===== config.mk =====
export PLATFORM = sky130hd
export DESIGN_NAME = register_file
export DESIGN_NICKNAME = d
export VERILOG_FILES = /design/src/rtl/register_file.sv
export SDC_FILE = /design/constraint.sdc
export NUM_CORES = 1
export LEC_CHECK = 0
export CAP_MARGIN = 20
export CORE_MARGIN = 5
export CORE_UTILIZATION = 45
export DETAILED_ROUTE_END_ITERATION = 8
export PLACE_DENSITY = 0.76
export SLEW_MARGIN = 10
export SYNTH_ARGS = -nofsm -noshare
export SYNTH_HDL_FRONTEND = slang
export SYNTH_SLANG_ARGS = --single-unit

===== constraint.sdc =====
create_clock -name clk -period 6 [get_ports clk]
set_input_delay 1.8 -clock clk [delete_from_list [all_inputs] [get_ports clk]]
set_output_delay 1.8 -clock clk [all_outputs]
set_load 0.05 [all_outputs]

===== src/rtl/register_file.sv =====
// register_file: eight 16-bit registers R0-R7, where R7 holds the program
// counter, plus a per-register busy (pending write) scoreboard.
// Two combinational read ports, one general write port and one dedicated R7 write port.
// Optional feature macro: RF_BYPASS_EN. When it is defined, a same-cycle write
// is forwarded to the read ports. When it is undefined, reads return stored state only.
module register_file #(
    parameter logic [15:0] RESET_PC = 16'h0000
) (
    input  logic        clk,
    input  logic        reset,
    input  logic [2:0]  readAddr1,
    input  logic [2:0]  readAddr2,
    output logic [15:0] readData1,
    output logic [15:0] readData2,
    input  logic        regWrite,
    input  logic [2:0]  writeAddr,
    input  logic [15:0] writeData,
    input  logic        r7Write,
    input  logic [15:0] writeR7Data,
    output logic [15:0] pcOut,
    input  logic        setBusy,
    input  logic [2:0]  busyAddr,
    output logic        busy1,
    output logic        busy2
);

    logic [15:0] regs [8];
    logic [7:0]  busy;
    logic        general_write;
    logic [7:0]  set_mask;
    logic [7:0]  clear_mask;

    // The general port loses to the dedicated R7 port when both target R7
    assign general_write = regWrite && !((writeAddr == 3'd7) && r7Write);

    // Decode busy set/clear requests into one-hot masks
    always_comb begin
        set_mask   = 8'h00;
        clear_mask = 8'h00;
        if (setBusy) begin
            set_mask[busyAddr] = 1'b1;
        end
        if (regWrite) begin
            clear_mask[writeAddr] = 1'b1;
        end
        if (r7Write) begin
            clear_mask[7] = 1'b1;
        end
    end

    // Register storage: R0-R6 clear on reset, R7 loads the reset PC
    always_ff @(posedge clk or posedge reset) begin
        if (reset) begin
            for (int i = 0; i < 7; i++) begin
                regs[i] <= 16'h0000;
            end
            regs[7] <= RESET_PC;
        end else begin
            if (general_write) begin
                regs[writeAddr] <= writeData;
            end
            if (r7Write) begin
                regs[7] <= writeR7Data;
            end
        end
    end

    // Busy vector: clear on write-back, and a set from issue overrides a same-index clear
    always_ff @(posedge clk or posedge reset) begin
        if (reset) begin
            busy <= 8'h00;
        end else begin
            busy <= (busy & ~clear_mask) | set_mask;
        end
    end

    // The PC output comes straight from the R7 flop and is never forwarded
    assign pcOut = regs[7];

    // Read port 1, with optional forwarding of the writes in the current cycle
    always_comb begin
        readData1 = regs[readAddr1];
        busy1     = busy[readAddr1];
`ifdef RF_BYPASS_EN
        if (!reset) begin
            if (r7Write && (readAddr1 == 3'd7)) begin
                readData1 = writeR7Data;
                busy1     = set_mask[7];
            end else if (regWrite && (readAddr1 == writeAddr)) begin
                readData1 = writeData;
                busy1     = set_mask[readAddr1];
            end
        end
`endif
    end

    // Read port 2, with optional forwarding of the writes in the current cycle
    always_comb begin
        readData2 = regs[readAddr2];
        busy2     = busy[readAddr2];
`ifdef RF_BYPASS_EN
        if (!reset) begin
            if (r7Write && (readAddr2 == 3'd7)) begin
                readData2 = writeR7Data;
                busy2     = set_mask[7];
            end else if (regWrite && (readAddr2 == writeAddr)) begin
                readData2 = writeData;
                busy2     = set_mask[readAddr2];
            end
        end
`endif
    end

endmodule


==> impl_metrics.json <==
{
  "postSynthCellCount": 467,
  "cp-start-kind": "primary input",
  "critPathRequiredTime_ps": 4200,
  "hpwl_mm": 11.5,
  "hp-class": "reg -> reg",
  "drtIter0Drc": 294,
  "synth.area.top_cells": "dfrtp_1 46%, mux2_2 22%, mux4_2 20%",
  "syn_to_final_growth_pct": 21.3,
  "die_h_um": 139,
  "track_usage_pct": 19.8,
  "skew_ps": 0,
  "root_buffer": "clkbuf_16",
  "cts.sinks": 136,
  "yosys_most_used_dff": "dfrtp_1",
  "r2r-start": "pcOut[5]$_DFFE_PP0P_",
  "grt_antenna_before_repair": 0,
  "cts_setup_buffers": 0,
  "worstMarginPinSlew_ps": 1060,
  "start_util_pct": 45.4,
  "crit_cells": 5,
  "grt_pass1_vias": 5150,
  "crit_start": "readAddr2[2]",
  "max_cap_viol_count": 0,
  "critPathBufInv": 3,
  "vias_per_cell": 5.95,
  "yosys.area.top_type": "dfrtp_1",
  "crit_family": "multiplexers",
  "rsz0062_at_grt": "no",
  "ctsHoldBuffers": 0,
  "intPower_uw": 2300,
  "ios": 99,
  "synth_async_sr_flop_share_pct": 100,
  "drcViolationCount": 0,
  "hold_violations": 0,
  "crit_arrival_ps": 3350,
  "htree_num_levels": 4,
  "fmax_ghz": 0.194,
  "overflow": 0,
  "synth_area_sq_mm": 0.00748,
  "rr_worst_depth": 2,
  "yosysTopAreaCellShare_pct": 45.5,
  "min_to": "regs[111]$_DFFE_PP0P_",
  "avgSynthCellArea_sq_um": 16.0,
  "die_area_sq_mm": 0.0193,
  "layout.cells.non_filler": 779,
  "wl_per_cell_um": 23.7,
  "maxSlewViolCount": 0,
  "leakage_uw": 0.00379,
  "crit_type": "in -> out",
  "worstHoldStart": "regs[111]$_DFFE_PP0P_",
  "routed_wl_mm": 18.5,
  "grt_max_degree": 137,
  "cts_buffers": 17,
  "status": "complete, no violations",
  "path_cells": "buf_2 -> buf_12 -> mux4_2 -> mux2_2 -> buf_4",
  "setup_viol": 0,
  "ys_warn_count": 0,
  "drtPass1Iterations": 4,
  "period_minus_slack_ps": 5150,
  "diodes": 0,
  "finalCritPeriodShare_pct": 85.8,
  "drtAntennaViolNets": 0,
  "post_cts_resized": 0,
  "combPwrFrac_pct": 30.0,
  "min_path_cells": 1,
  "dpl.cell_count": 746,
  "synthDistinctLibCells": 21,
  "clk_pin_slew_ps": 60,
  "clk-insertion-delay-late_ps": 410,
  "grt_pass1_wl_mm": 30.0,
  "clockPowerShare_pct": 32.8,
  "final_layout_size_suffix_gt1_share_pct": 54.9,
  "ff2ff_setup_slack_ps": 5100,
  "setup_tns_ps": 0,
  "synth-seq-area-share_pct": 45.5,
  "synth_nets": 516,
  "seq_power_share_pct": 37.2,
  "synth_seq_cells": 136,
  "powerDensity_mw_per_mm2": 370,
  "slew_headroom_pct": 28.9,
  "synth_edf_count": 0,
  "max_stage_delay_ps": 520,
  "detailroute.via_count": 4638,
  "cts_tree": "built",
  "rr_endpoint": "pcOut[5]$_DFFE_PP0P_",
  "cts_max_path_buffers": 2,
  "p_sw_uw": 1060,
  "die_w_um": 139,
  "cpMaxStageDelayCell": "mux4_2",
  "vdd.ir_drop.worst_uv": 239,
  "cp_max_fo": 26,
  "place_congestion": 0.775,
  "rows": 47,
  "swShare_pct": 31.4,
  "portBuffers": 98,
  "cp-end-kind": "primary output",
  "layout.nets": 595,
  "coreArea_sq_mm": 0.0165
}
[worst max path at each step]
stage	slack (ps)	to
after floorplan	560	busy[0]$_DFF_PP0_
after detailed placement	840	readData2[9]
after global placement	850	readData2[2]
after global routing	780	readData2[9]
final	850	readData2[9]
after CTS	840	readData2[9]
[cells by family after synthesis]
kind of cell    after synthesis  synth area share, %
mux                         214                 42.5
flops                       136                 45.5
compound gates               41                 4.37
buf+inv                      56                 5.15
simple gates                 20                 2.51
[metrics by stage]
stage	utilization (%)	total power (uW)	hold slack (ps)	instance area [sq um]	worst slack, ps
final	55.1	3360	526	9070	850
after global routing	55.1	3500	545	9070	780
after CTS	54.9	3380	530	9040	837
after detailed placement	51.1	2270	503	8420	841
after global placement	51.1	2220	479	8420	849
after floorplan	-	1990	461	7480	561
[Yosys cell counts, types with 2 or more instances]
library cell / count
nor3b_4: 2
mux4_2: 68
buf_2: 11
clkbuf_1: 6
nand2b_1: 3
nand4b_2: 3
o22ai_1: 2
o21ai_0: 4
buf_6: 9
buf_4: 25
nand2_1: 8
a22o_1: 16
nor3_4: 2
o32ai_1: 2
mux2_2: 146
a21o_1: 16
inv_1: 5
dfrtp_1: 136
[layer usage]
layer | share of wire, % | track usage, % | wire, um | up-vias
li1 | - | - | - | 1962
met1 | 40 | 25.2 | 7460 | 2513
met2 | 54 | 34.0 | 9890 | 138
met3 | 4.4 | 4.66 | 818 | 25
met4 | 1.7 | 6.02 | 320 | 0
met5 | 0 | 0 | 0 | -
[layout make-up]
type | instances | area, sq um
fill | 1298 | 7400
multi-input combinational | 275 | 3690
sequential | 136 | 3400
timing repair buffer | 111 | 1060
clock buffer | 18 | 429
tap | 220 | 275
clock inverter | 14 | 195
inverter | 5 | 21.3
[registers in the layout, summed over array words and instances, names as in the netlist]
register / count
regs: 112
busy: 8
pcOut: 16
[power groups by stage]
stage | Sequential [uW] | Combinational, uW | Clock (uW)
after global placement | 1230 | 991 | 0
after CTS | 1250 | 1010 | 1120
final | 1250 | 1010 | 1100
after global routing | 1270 | 1060 | 1160
after floorplan | 1210 | 784 | 0
after detailed placement | 1260 | 1010 | 0
[placed cells by master (no fill, tap or decap), drive strengths merged]
master           n
a21o            16
a22o            16
a41oi            1
buf             51
bufinv           4
clkbuf          18
clkdlybuf4s50   60
clkinv           3
clkinvlp         4
dfrtp          136
inv              8
mux2           146
mux4            68
nand2            8
nand2b           4
nand4b           3
nor3             3
nor3b            2
o21ai            4
o22ai            2
o32ai            2
No activity file was read; power rests on OpenSTA's default activity.
